## src/rtl/ex_stage.sv

```systemverilog
// Execute stage: forwarding, 16-bit ALU, Z/V/N flag register, load-byte merge, PC select, EX/MEM register.
// Optional feature: define EX_FWD_EN to enable EX/MEM and MEM/WB operand forwarding.
module ex_stage #(
    parameter int DW = 16,
    parameter int RW = 4
) (
    input  logic          clk,
    input  logic          rst,
    input  logic          stall,
    input  logic          flush,
    input  logic          MemRead,
    input  logic          MemWrite,
    input  logic          ALUSrc,
    input  logic          RegWrite,
    input  logic          LH,
    input  logic          HLT,
    input  logic [1:0]    MemtoReg,
    input  logic [2:0]    ALUOp,
    input  logic [2:0]    fwr,
    input  logic [DW-1:0] pc_in,
    input  logic [DW-1:0] src_rd1,
    input  logic [DW-1:0] src_rd2,
    input  logic [DW-1:0] ALUImm,
    input  logic [DW-1:0] LBImm,
    input  logic [RW-1:0] Rs,
    input  logic [RW-1:0] Rt,
    input  logic [RW-1:0] dst_reg,
    input  logic          wb_RegWrite,
    input  logic [RW-1:0] wb_dst,
    input  logic [DW-1:0] wb_data,
    output logic          exm_MemRead,
    output logic          exm_MemWrite,
    output logic          exm_RegWrite,
    output logic          exm_MemtoReg,
    output logic          exm_HLT,
    output logic [DW-1:0] exm_result,
    output logic [DW-1:0] exm_store_data,
    output logic [RW-1:0] exm_dst,
    output logic [2:0]    FLAG,
    output logic          halted
);

    logic [DW-1:0] fwd_a, fwd_b, op_b;
    logic [DW-1:0] alu_out, sum, diff, padd, result;
    logic [2*DW-1:0] rot;
    logic [8:0]    red_hi, red_lo;
    logic [9:0]    red_sum;
    logic [3:0]    shamt;
    logic          alu_v;
    logic [2:0]    new_flags;

`ifdef EX_FWD_EN
    // EX/MEM beats MEM/WB; loads sitting in EX/MEM are not forwardable here.
    always_comb begin
        fwd_a = src_rd1;
        if (exm_RegWrite && !exm_MemtoReg && exm_dst != '0 && exm_dst == Rs)
            fwd_a = exm_result;
        else if (wb_RegWrite && wb_dst != '0 && wb_dst == Rs)
            fwd_a = wb_data;
    end

    always_comb begin
        fwd_b = src_rd2;
        if (exm_RegWrite && !exm_MemtoReg && exm_dst != '0 && exm_dst == Rt)
            fwd_b = exm_result;
        else if (wb_RegWrite && wb_dst != '0 && wb_dst == Rt)
            fwd_b = wb_data;
    end
`else
    logic unused_fwd;
    assign unused_fwd = ^{wb_RegWrite, wb_dst, wb_data, Rs, Rt};
    assign fwd_a = src_rd1;
    assign fwd_b = src_rd2;
`endif

    assign op_b  = ALUSrc ? ALUImm : fwd_b;
    assign shamt = op_b[3:0];
    assign sum   = fwd_a + op_b;
    assign diff  = fwd_a - op_b;
    assign rot   = {fwd_a, fwd_a} >> shamt;

    // Byte reduction: signed 9-bit byte sums, then a signed 10-bit total.
    assign red_hi  = {fwd_a[15], fwd_a[15:8]} + {op_b[15], op_b[15:8]};
    assign red_lo  = {fwd_a[7], fwd_a[7:0]} + {op_b[7], op_b[7:0]};
    assign red_sum = {red_hi[8], red_hi} + {red_lo[8], red_lo};

    function automatic logic [3:0] sat_add4(input logic [3:0] x, input logic [3:0] y);
        logic [3:0] s;
        s = x + y;
        if (x[3] == y[3] && s[3] != x[3])
            s = x[3] ? 4'h8 : 4'h7;
        return s;
    endfunction

    always_comb begin
        padd = '0;
        for (int i = 0; i < 4; i++)
            padd[4*i +: 4] = sat_add4(fwd_a[4*i +: 4], op_b[4*i +: 4]);
    end

    always_comb begin
        alu_out = '0;
        alu_v   = 1'b0;
        case (ALUOp)
            3'b000: begin
                alu_v   = (fwd_a[15] == op_b[15]) && (sum[15] != fwd_a[15]);
                alu_out = alu_v ? (fwd_a[15] ? 16'h8000 : 16'h7FFF) : sum;
            end
            3'b001: begin
                alu_v   = (fwd_a[15] != op_b[15]) && (diff[15] != fwd_a[15]);
                alu_out = alu_v ? (fwd_a[15] ? 16'h8000 : 16'h7FFF) : diff;
            end
            3'b010:  alu_out = fwd_a ^ op_b;
            3'b011:  alu_out = {{6{red_sum[9]}}, red_sum};
            3'b100:  alu_out = fwd_a << shamt;
            3'b101:  alu_out = $signed(fwd_a) >>> shamt;
            3'b110:  alu_out = rot[DW-1:0];
            default: alu_out = padd;
        endcase
    end

    assign new_flags = {alu_out == '0, alu_v, alu_out[15]};

    always_comb begin
        result = alu_out;
        case (MemtoReg)
            2'b10:   result = LH ? {LBImm[7:0], fwd_a[7:0]} : {fwd_a[15:8], LBImm[7:0]};
            2'b11:   result = pc_in;
            default: result = alu_out;
        endcase
    end

    // Bubbles clear only the control bits; data fields keep their old contents.
    always_ff @(posedge clk) begin
        if (rst) begin
            exm_MemRead    <= 1'b0;
            exm_MemWrite   <= 1'b0;
            exm_RegWrite   <= 1'b0;
            exm_MemtoReg   <= 1'b0;
            exm_HLT        <= 1'b0;
            exm_result     <= '0;
            exm_store_data <= '0;
            exm_dst        <= '0;
            FLAG           <= 3'b000;
            halted         <= 1'b0;
        end else if (!stall) begin
            if (flush || halted) begin
                exm_MemRead  <= 1'b0;
                exm_MemWrite <= 1'b0;
                exm_RegWrite <= 1'b0;
                exm_MemtoReg <= 1'b0;
                exm_HLT      <= 1'b0;
            end else begin
                exm_MemRead    <= MemRead;
                exm_MemWrite   <= MemWrite;
                exm_RegWrite   <= RegWrite;
                exm_MemtoReg   <= (MemtoReg == 2'b01);
                exm_HLT        <= HLT;
                exm_result     <= result;
                exm_store_data <= fwd_b;
                exm_dst        <= dst_reg;
                FLAG           <= (fwr & new_flags) | (~fwr & FLAG);
                if (HLT)
                    halted <= 1'b1;
            end
        end
    end

endmodule

```

## config.mk

```make
export PLATFORM = sky130hd
export DESIGN_NAME = ex_stage
export DESIGN_NICKNAME = d
export VERILOG_FILES = /design/src/rtl/ex_stage.sv
export SDC_FILE = /design/constraint.sdc
export NUM_CORES = 1
export LEC_CHECK = 0
export ABC_AREA = 1
export BUFFER_PORTS_ARGS = -buffer_cell sky130_fd_sc_hd__buf_2
export CAP_MARGIN = 10
export CORE_AREA = 2 2 150 138
export DETAILED_ROUTE_END_ITERATION = 6
export DIE_AREA = 0 0 152 140
export GPL_ROUTABILITY_DRIVEN = 0
export PLACE_DENSITY = 0.62
export SLEW_MARGIN = 20
export SYNTH_ARGS = -nofsm -noshare
export SYNTH_HDL_FRONTEND = slang
export SYNTH_SLANG_ARGS = --single-unit
```

## constraint.sdc

```tcl
create_clock -name clk -period 13.4 [get_ports clk]
set_input_delay 4.02 -clock clk [delete_from_list [all_inputs] [get_ports clk]]
set_output_delay 4.02 -clock clk [all_outputs]
set_load 0.05 [all_outputs]
```

==> results of run 1 <==
-- synthesized netlist by cell type (2+ instances only) --
| cell | instances |
|---|---|
| nand2_1 | 384 |
| nand3_1 | 223 |
| inv_1 | 145 |
| nor2_1 | 125 |
| a21oi_1 | 93 |
| o21ai_0 | 91 |
| dfxtp_1 | 45 |
| ha_1 | 41 |
| clkbuf_1 | 24 |
| fa_1 | 23 |
| buf_2 | 22 |
| nand4_1 | 18 |
| a31oi_1 | 17 |
| nand2_2 | 16 |
| or2_2 | 15 |
| inv_2 | 10 |
| o21ai_1 | 10 |
| buf_6 | 6 |
| nand2_4 | 6 |
| nor2_2 | 6 |
| nor3_1 | 6 |
| xor2_1 | 6 |
| nand3_2 | 5 |
| a21oi_2 | 4 |
| buf_4 | 4 |
| o21bai_1 | 4 |
| xnor2_1 | 4 |
| and2_1 | 3 |
| clkinv_1 | 3 |
| nand3b_1 | 3 |
| or2_1 | 3 |
| a211oi_1 | 2 |
| a221oi_1 | 2 |
| nor2_4 | 2 |
| nor3_2 | 2 |
| o211ai_1 | 2 |
-- per-layer routing --
metal	track usage, %	part of all wire, %	vias up
li1	-	-	4721
met1	39.2	43	4414
met2	44.0	43	567
met3	5.32	11	73
met4	11.2	3.7	0
met5	0	0	-
-- power by group through the flow --
stage               logic (mW)  registers, mW  clock network, mW
floorplan                0.324          0.181                  0
global placement         0.480          0.149                  0
detailed placement       0.483          0.150                  0
CTS                      0.485          0.147              0.126
global route             0.548          0.148              0.132
finish                   0.498          0.147              0.124
-- worst min path at each step --
stage | from | to | slack [ns] | cells past startpoint
2_1_floorplan | exm_HLT | exm_HLT | 0.67 | 2
3_3_place_gp | exm_HLT | exm_HLT | 0.45 | 2
3_5_place_dp | exm_MemRead | exm_MemRead | 0.45 | 2
4_1_cts | exm_MemRead | exm_MemRead | 0.46 | 2
5_1_grt | exm_MemWrite | exm_MemWrite | 0.48 | 2
6_report | exm_RegWrite | exm_RegWrite | 0.46 | 2
-- flip-flops by register name, indices dropped and copies added (netlist names), named ones only --
name,count
halted,1
exm_result,16
exm_dst,4
exm_MemtoReg,1
exm_MemWrite,1
exm_store_data,16
exm_MemRead,1
exm_HLT,1
exm_RegWrite,1
-- critical path: cells and delay by family --
| family | cells | cell delay (ns) |
|---|---|---|
| and+or+nand+nor | 18 | 2.61 |
| buffers and inverters | 4 | 1.31 |
| AOI/OAI and AO/OA | 5 | 1.18 |
| adders and majority gates | 2 | 1.05 |
-- stage by stage --
step	util (%)	hold slack, ns	power [mW]	instance area, um^2
final	43.8	0.460	0.769	8620
after detailed placement	43.0	0.451	0.633	8470
after floorplan	-	0.671	0.504	7750
after CTS	43.8	0.461	0.758	8620
after global routing	43.8	0.482	0.828	8620
after global placement	43.0	0.447	0.630	8470
-- cell type report --
cell class / count / area [um^2]
Clock buffer: 5 / 125
Inverter: 160 / 611
Tap cell: 255 / 319
Fill cell: 2215 / 11100
Multi-Input combinational cell: 1122 / 5920
Timing Repair Buffer: 142 / 721
Sequential cell: 45 / 901
Clock inverter: 3 / 22.5
-- cell families (layout without fill, tap and decap cells) --
family | after synthesis | count (layout)
buf+inv | 218 | 310
flops | 45 | 45
compound gates | 230 | 230
simple gates | 818 | 818
fa+ha+maj | 64 | 64
xor+xnor | 10 | 10
==> results_dict.tcl, run 1 <==
set metrics [dict create \
    grt_pass1_wl_mm 48.0 \
    synthMuxAreaShare_pct 0 \
    cts-root-buf "clkbuf_16" \
    placedCellCount 1724 \
    vias 9775 \
    clock_path_buffers 2 \
    synth.yosys.seq_area_share_pct 11.6 \
    crit_path_end_kind "flip-flop" \
    synth_area_mm2 0.00775 \
    violations "DRC" \
    p_int_mw 0.367 \
    cts_resized 0 \
    synthTopCellsByArea "nand2_1 (19%), nand3_1 (14%), dfxtp_1 (12%), inv_1 (7.0%), ha_1 (6.6%)" \
    synth_top_family_by_area "simple AND/OR/NAND/NOR gates" \
    finalSetupViolCount 0 \
    critPathMaxFanout 34 \
    clk_latency_ns 0.29 \
    r2r_setup_slack_ns 11.23 \
    slew_headroom_pct 31.8 \
    grt_max_degree 39 \
    synthesis.nets 1580 \
    finalWorstSetupSlack_ns 3.41 \
    die_area_mm2 0.0213 \
    avgSynthCellArea_um2 5.59 \
    cp_common_cell "nand2_1" \
    slowest_delay_ns 0.72 \
    final_hold_viol_count 0 \
    drtIter0Drc 1180 \
    die-width_um 152 \
    synth_top_cell_area_share_pct 18.6 \
    synth_flop_cell "dfxtp_1" \
    dr.pass1.iters 7 \
    rows 49 \
    fmax_ghz 0.100 \
    crit_type "input pin to flip-flop" \
    power.leakage_nw 4.59 \
    async_flop_share_pct 0 \
    cp-startpoint "ALUSrc" \
    cellPowerDensity_mw_per_mm2 89.2 \
    synth_top_area_cell "nand2_1" \
    ys_ff_latch 45 \
    rr_worst_depth 7 \
    rsz0062_at_grt "no" \
    synth_cell_type_count 46 \
    synth_edf_count 0 \
    r2r-start "halted" \
    p_seq_share_pct 19.1 \
    fin_crit_ns 9.99 \
    clkTransAtPathRegs_ns 0.07 \
    synthSimpleGateAreaFrac_pct 46.8 \
    dp_hpwl_mm 25.3 \
    hold_class "flip-flop to flip-flop" \
    ant_nets 0 \
    combPwrFrac_pct 64.8 \
    fp.dieH_um 140 \
    syn2layout_area_growth_pct 11.2 \
    status "finished, violations left" \
    ir_worst_vdd_uv 45.3 \
    r2r_end "exm_result[13]" \
    switching_power_mw 0.402 \
    post_cts_buffers 0 \
    final_common_cell "nand2_1" \
    track_usage_pct 28.4 \
    clock-sinks 45 \
    startpoint_type "input pin" \
    grt_pass1_vias 8715 \
    setup_total_negative_slack_ns 0 \
    antenna_found_initial 0 \
    htree_levels 2 \
    clkPwrFrac_pct 16.1 \
    cts_tree "built" \
    finalMaxSlewViolations 0 \
    grt_overflow 0 \
    fin_cells 1732 \
    antennaDiodeCount 0 \
    ctsHoldBuffers 0 \
    cp_slowest_cell "inv_2" \
    final_cell_mix "nand2_1 (384), nand3_1 (223), inv_1 (145)" \
    start_util_pct 39.4 \
    syn_inst 1385 \
    cp.required_ns 13.63 \
    io_buffers 138 \
    synth-xor-area-share_pct 1.13 \
    vias_per_cell 5.64 \
    wl_mm 31.5 \
    place_ws_ns 3.37 \
    drc 2 \
    finalNetCount 1671 \
    finalCritPeriodShare_pct 74.5 \
    synth_compound_area_share_pct 15.9 \
    yosys.area_share.adder_pct 12.6 \
    switching_share_pct 52.3 \
    wl_per_cell_um 18.2 \
    worstPathArrival_ns 10.21 \
    skew_ns 0.00852 \
    cap_violations 0 \
    core_area_mm2 0.0197 \
    layout-drive-gt1-share_pct 14.8 \
    io_pins 176 \
    cts_inserted_buffers 5 \
    worst_pin_slew_ns 1.02 \
    yosys_warnings 0 \
]
No activity file was read; power rests on OpenSTA's default activity.
==> run 2, diff against run 1 <==
clock period = 9.7 ns   (was 13.4 ns; I/O delays follow)
==> run 2 against run 1 <==
Effect of this change: the flow now finishes without violations; core utilization up 0.18 points; hold slack better by 0.0015 ns; sequential cell count unchanged; register-to-register slack worse by 4.3 ns; via count up 0.57%.
==> results_dict.tcl, run 2 (synthesis gave the netlist of run 1 again) <==
set metrics [dict create \
    antennaDiodeCount 0 \
    fmax_ghz 0.124 \
    finalSetupViolCount 0 \
    placedCellCount 1729 \
    finalNetCount 1676 \
    slew_headroom_pct 30.8 \
    fin_cells 1737 \
    clock_path_buffers 2 \
    startpoint_type "input pin" \
    wl_per_cell_um 18.3 \
    clkTransAtPathRegs_ns 0.07 \
    skew_ns 0.00970 \
    core_area_mm2 0.0197 \
    switching_share_pct 52.3 \
    antenna_found_initial 0 \
    final_hold_viol_count 0 \
    post_cts_buffers 0 \
    fin_crit_ns 8.06 \
    p_seq_share_pct 19.0 \
    io_pins 176 \
    die-width_um 152 \
    crit_path_end_kind "flip-flop" \
    whs_ns 0.462 \
    power.leakage_nw 4.62 \
    rsz0062_at_grt "no" \
    cap_violations 0 \
    layout-drive-gt1-share_pct 15.0 \
    start_util_pct 39.4 \
    dr.pass1.iters 6 \
    crit_type "input pin to flip-flop" \
    rows 49 \
    critPathMaxFanout 29 \
    largest_registers "exm_result x16, exm_store_data x16, exm_dst x4" \
    dp_hpwl_mm 25.6 \
    wl_mm 31.8 \
    cp_slowest_cell "fa_1" \
    worst_pin_slew_ns 1.04 \
    setup_total_negative_slack_ns 0 \
    finalMaxSlewViolations 0 \
    cts_tree "built" \
    drtIter0Drc 1467 \
    track_usage_pct 28.8 \
    io_buffers 138 \
    vias 9831 \
    cts_inserted_buffers 5 \
    vias_per_cell 5.66 \
    ir_worst_vdd_uv 70.0 \
    slowest_delay_ns 0.53 \
    finalCritPeriodShare_pct 83.1 \
    final_cell_mix "nand2_1 (384), nand3_1 (223), inv_1 (145)" \
    nFillCells 2153 \
    hold_class "flip-flop to flip-flop" \
    clk_latency_ns 0.29 \
    syn2layout_area_growth_pct 11.7 \
    grt_pass1_wl_mm 49.0 \
    cts_resized 0 \
    grt_overflow 0 \
    ctsHoldBuffers 0 \
    status "completed" \
    htree_levels 2 \
    cellPowerDensity_mw_per_mm2 123 \
    cts-root-buf "clkbuf_16" \
    combPwrFrac_pct 64.8 \
    post-route-util_pct 44.0 \
    cp_common_cell "nand2_1" \
    clock-sinks 45 \
    switching_power_mw 0.557 \
    worstPathArrival_ns 8.28 \
    grt_max_degree 39 \
    die_area_mm2 0.0213 \
    final_common_cell "nand2_1" \
    cp.required_ns 9.92 \
    grt_pass1_vias 8689 \
    fp.dieH_um 140 \
    ant_nets 0 \
    clkPwrFrac_pct 16.1 \
    p_int_mw 0.508 \
    drc 0 \
]
[run 2: worst max-delay path, delay by kind of cell]
kind	cells	cell delay (ns)
and+or+nand+nor	17	2.18
buffers and inverters	5	1.04
adders and majority gates	2	1.02
AOI/OAI and AO/OA	5	1.09
[run 2: stage by stage]
step	instance area [um^2]	worst slack (ns)	power, mW
5_1_grt	8650	1.21	1.15
3_5_place_dp	8510	1.44	0.877
2_1_floorplan	7750	3.00	0.697
6_report	8650	1.64	1.07
4_1_cts	8650	1.71	1.05
3_3_place_gp	8510	1.46	0.873
[run 2: path summary, 6_finish.rpt]
| kind | start | slack, ns | endpoint | depth (start not counted) |
|---|---|---|---|---|
| setup / recovery | ALUSrc | 1.64 | flip-flop | 29 |
| hold reg to reg | exm_HLT | 0.46 | exm_HLT | 2 |
| hold / removal | exm_HLT | 0.46 | exm_HLT | 2 |
| setup reg to reg | halted | 6.91 | exm_result[10] | 6 |
[run 2: layout make-up]
class / count / area, um^2 / share of cell area, %
Multi-Input combinational cell: 1122 / 5920 / 68.4
Clock inverter: 3 / 21.3 / 0.246
Clock buffer: 5 / 125 / 1.45
Tap cell: 255 / 319 / 3.69
Sequential cell: 45 / 901 / 10.4
Timing Repair Buffer: 147 / 758 / 8.76
Inverter: 160 / 611 / 7.06
[run 2: metal layers]
layer / global-route usage, % / up-vias / wire length, um
met5: 0 / - / 0
met4: 9.30 / 0 / 1100
met3: 3.90 / 67 / 3530
met2: 44.9 / 612 / 13500
met1: 41.2 / 4415 / 13600
li1: - / 4737 / -
[run 2: power groups by stage]
stage / combinational, mW / clock [mW] / sequential (mW)
after floorplan: 0.448 / 0 / 0.249
after global placement: 0.667 / 0 / 0.206
after detailed placement: 0.670 / 0 / 0.207
after CTS: 0.674 / 0.173 / 0.203
after global routing: 0.762 / 0.182 / 0.204
final: 0.691 / 0.172 / 0.203
==> run 3, diff against run 2 <==
PLACE_DENSITY = 0.65   (was 0.62)
clock period = 6.9 ns   (was 9.7 ns; I/O delays follow)
==> run 3 against run 2 <==
Effect of this change: clock skew shrank 0.0042 ns; via count grew 2.2%; routed wire length grew 0.49%; largest power group unchanged; sequential power grew 40%; global-route usage grew 0.11 points; critical path type unchanged; non-clock buffer count grew 35; clock power grew 38%.
==> results_dict.tcl, run 3 (synthesis gave the netlist of run 1 again) <==
set metrics [dict create \
    clock-sinks 45 \
    post_cts_buffers 0 \
    multi_input_area_mm2 0.00592 \
    worstPathArrival_ns 6.48 \
    slowest_delay_ns 0.50 \
    crit_family "compound AO/OA/AOI/OAI gates" \
    placedCellCount 1764 \
    rsz0062_at_grt "no" \
    syn2layout_area_growth_pct 15.3 \
    layout-drive-gt1-share_pct 17.0 \
    dp_hpwl_mm 25.6 \
    total_power_mw 1.54 \
    cts_inserted_buffers 5 \
    finalMaxSlewViolations 0 \
    die-width_um 152 \
    drc 0 \
    fin_cells 1772 \
    finalCritPeriodShare_pct 90.5 \
    whs_path_depth 2 \
    grt_max_degree 39 \
    fin_crit_ns 6.25 \
    core_area_mm2 0.0197 \
    clk_latency_ns 0.29 \
    grt_pass1_wl_mm 49.2 \
    ir_worst_vdd_uv 95.9 \
    grt_pass1_vias 8891 \
    cts_tree "built" \
    fp.dieH_um 140 \
    startpoint_type "input pin" \
    drtIter0Drc 1383 \
    ctsHoldBuffers 0 \
    regArea_um2 901 \
    min-delay-start "exm_HLT" \
    cp.required_ns 7.13 \
    cp_slowest_cell "fa_1" \
    r2r_end "exm_result[12]" \
    crit_path_end_kind "flip-flop" \
    cp_num_buf_inv 4 \
    vias_per_cell 5.67 \
    die_area_mm2 0.0213 \
    track_usage_pct 28.9 \
    cts-root-buf "clkbuf_16" \
    vias 10000 \
    nFillCells 2165 \
    rr_worst_depth 6 \
    clkTransAtPathRegs_ns 0.06 \
    fmax_ghz 0.160 \
    antennaDiodeCount 0 \
    cellPowerDensity_mw_per_mm2 173 \
    rows 49 \
    cp_common_cell "nand2_1" \
    wl_per_cell_um 18.0 \
    critPathMaxFanout 17 \
    start_util_pct 39.4 \
    slew_headroom_pct 33.4 \
    cap_violations 0 \
    clock_path_buffers 2 \
    skew_ns 0.00554 \
    cp-startpoint "ALUSrc" \
    r2r-start "halted" \
    worst_pin_slew_ns 0.998 \
    io_buffers 138 \
    power.leakage_nw 4.79 \
    wl_mm 31.9 \
    htree_levels 2 \
    ant_nets 0 \
    r2r_setup_slack_ns 4.29 \
    finalNetCount 1711 \
    largest_registers "exm_result x16, exm_store_data x16, exm_dst x4" \
    grt_overflow 0 \
    crit_type "input pin to flip-flop" \
    antenna_found_initial 1 \
    io_pins 176 \
    dr.pass1.iters 6 \
    final_hold_viol_count 0 \
    final_common_cell "nand2_1" \
    cts_resized 0 \
    status "completed" \
    hold_path_end "exm_HLT" \
    whs_ns 0.458 \
    setup_total_negative_slack_ns 0 \
    hold_class "flip-flop to flip-flop" \
    post-route-util_pct 45.4 \
    final_cell_mix "nand2_1 (384), nand3_1 (223), inv_1 (145)" \
    finalSetupViolCount 0 \
]
run 3: where the power goes:
part / switching [mW] / leakage [nW] / internal [mW]
Sequential: 0.00798 / 0.370 / 0.277
Combinational: 0.680 / 4.35 / 0.339
Clock: 0.104 / 0.0702 / 0.135
run 3: worst reg2reg max path, stage by stage, from the launching register on:
cell      delay, ns
dfxtp_1        0.35
nor2_1         0.05
nand2_1        0.66
clkinv_1       0.70
buf_4          0.45
o21ai_0        0.22
a21oi_1        0.06
run 3: worst max path at each step:
stage                      endpoint  cells past startpoint  slack [ns]
after detailed placement  flip-flop                     26        0.51
after CTS                 flip-flop                     26        0.79
final                     flip-flop                     26        0.65
after global placement    flip-flop                     26        0.57
after floorplan           flip-flop                     29        1.04
after global routing      flip-flop                     26        0.36
run 3: final cells by class:
type / count / share of cell area [%]
Multi-Input combinational cell: 1122 / 66.3
Timing Repair Buffer: 182 / 11.6
Sequential cell: 45 / 10.1
Inverter: 160 / 6.84
Tap cell: 255 / 3.57
Clock buffer: 5 / 1.40
Clock inverter: 3 / 0.238
run 3: per-stage QoR:
step                setup WS [ns]  area, um^2
floorplan                    1.04        7750
global placement            0.568        8780
detailed placement          0.506        8780
CTS                         0.793        8930
global route                0.361        8930
finish                      0.654        8930
run 3: per-layer routing:
metal  GRT usage (%)  routed length [um]  vias up
met1            39.5               13000     4456
met4            12.8                1580        2
li1                -                   -     4806
met3            6.75                4150      114
met5               0                  11        -
met2            43.5               13200      666
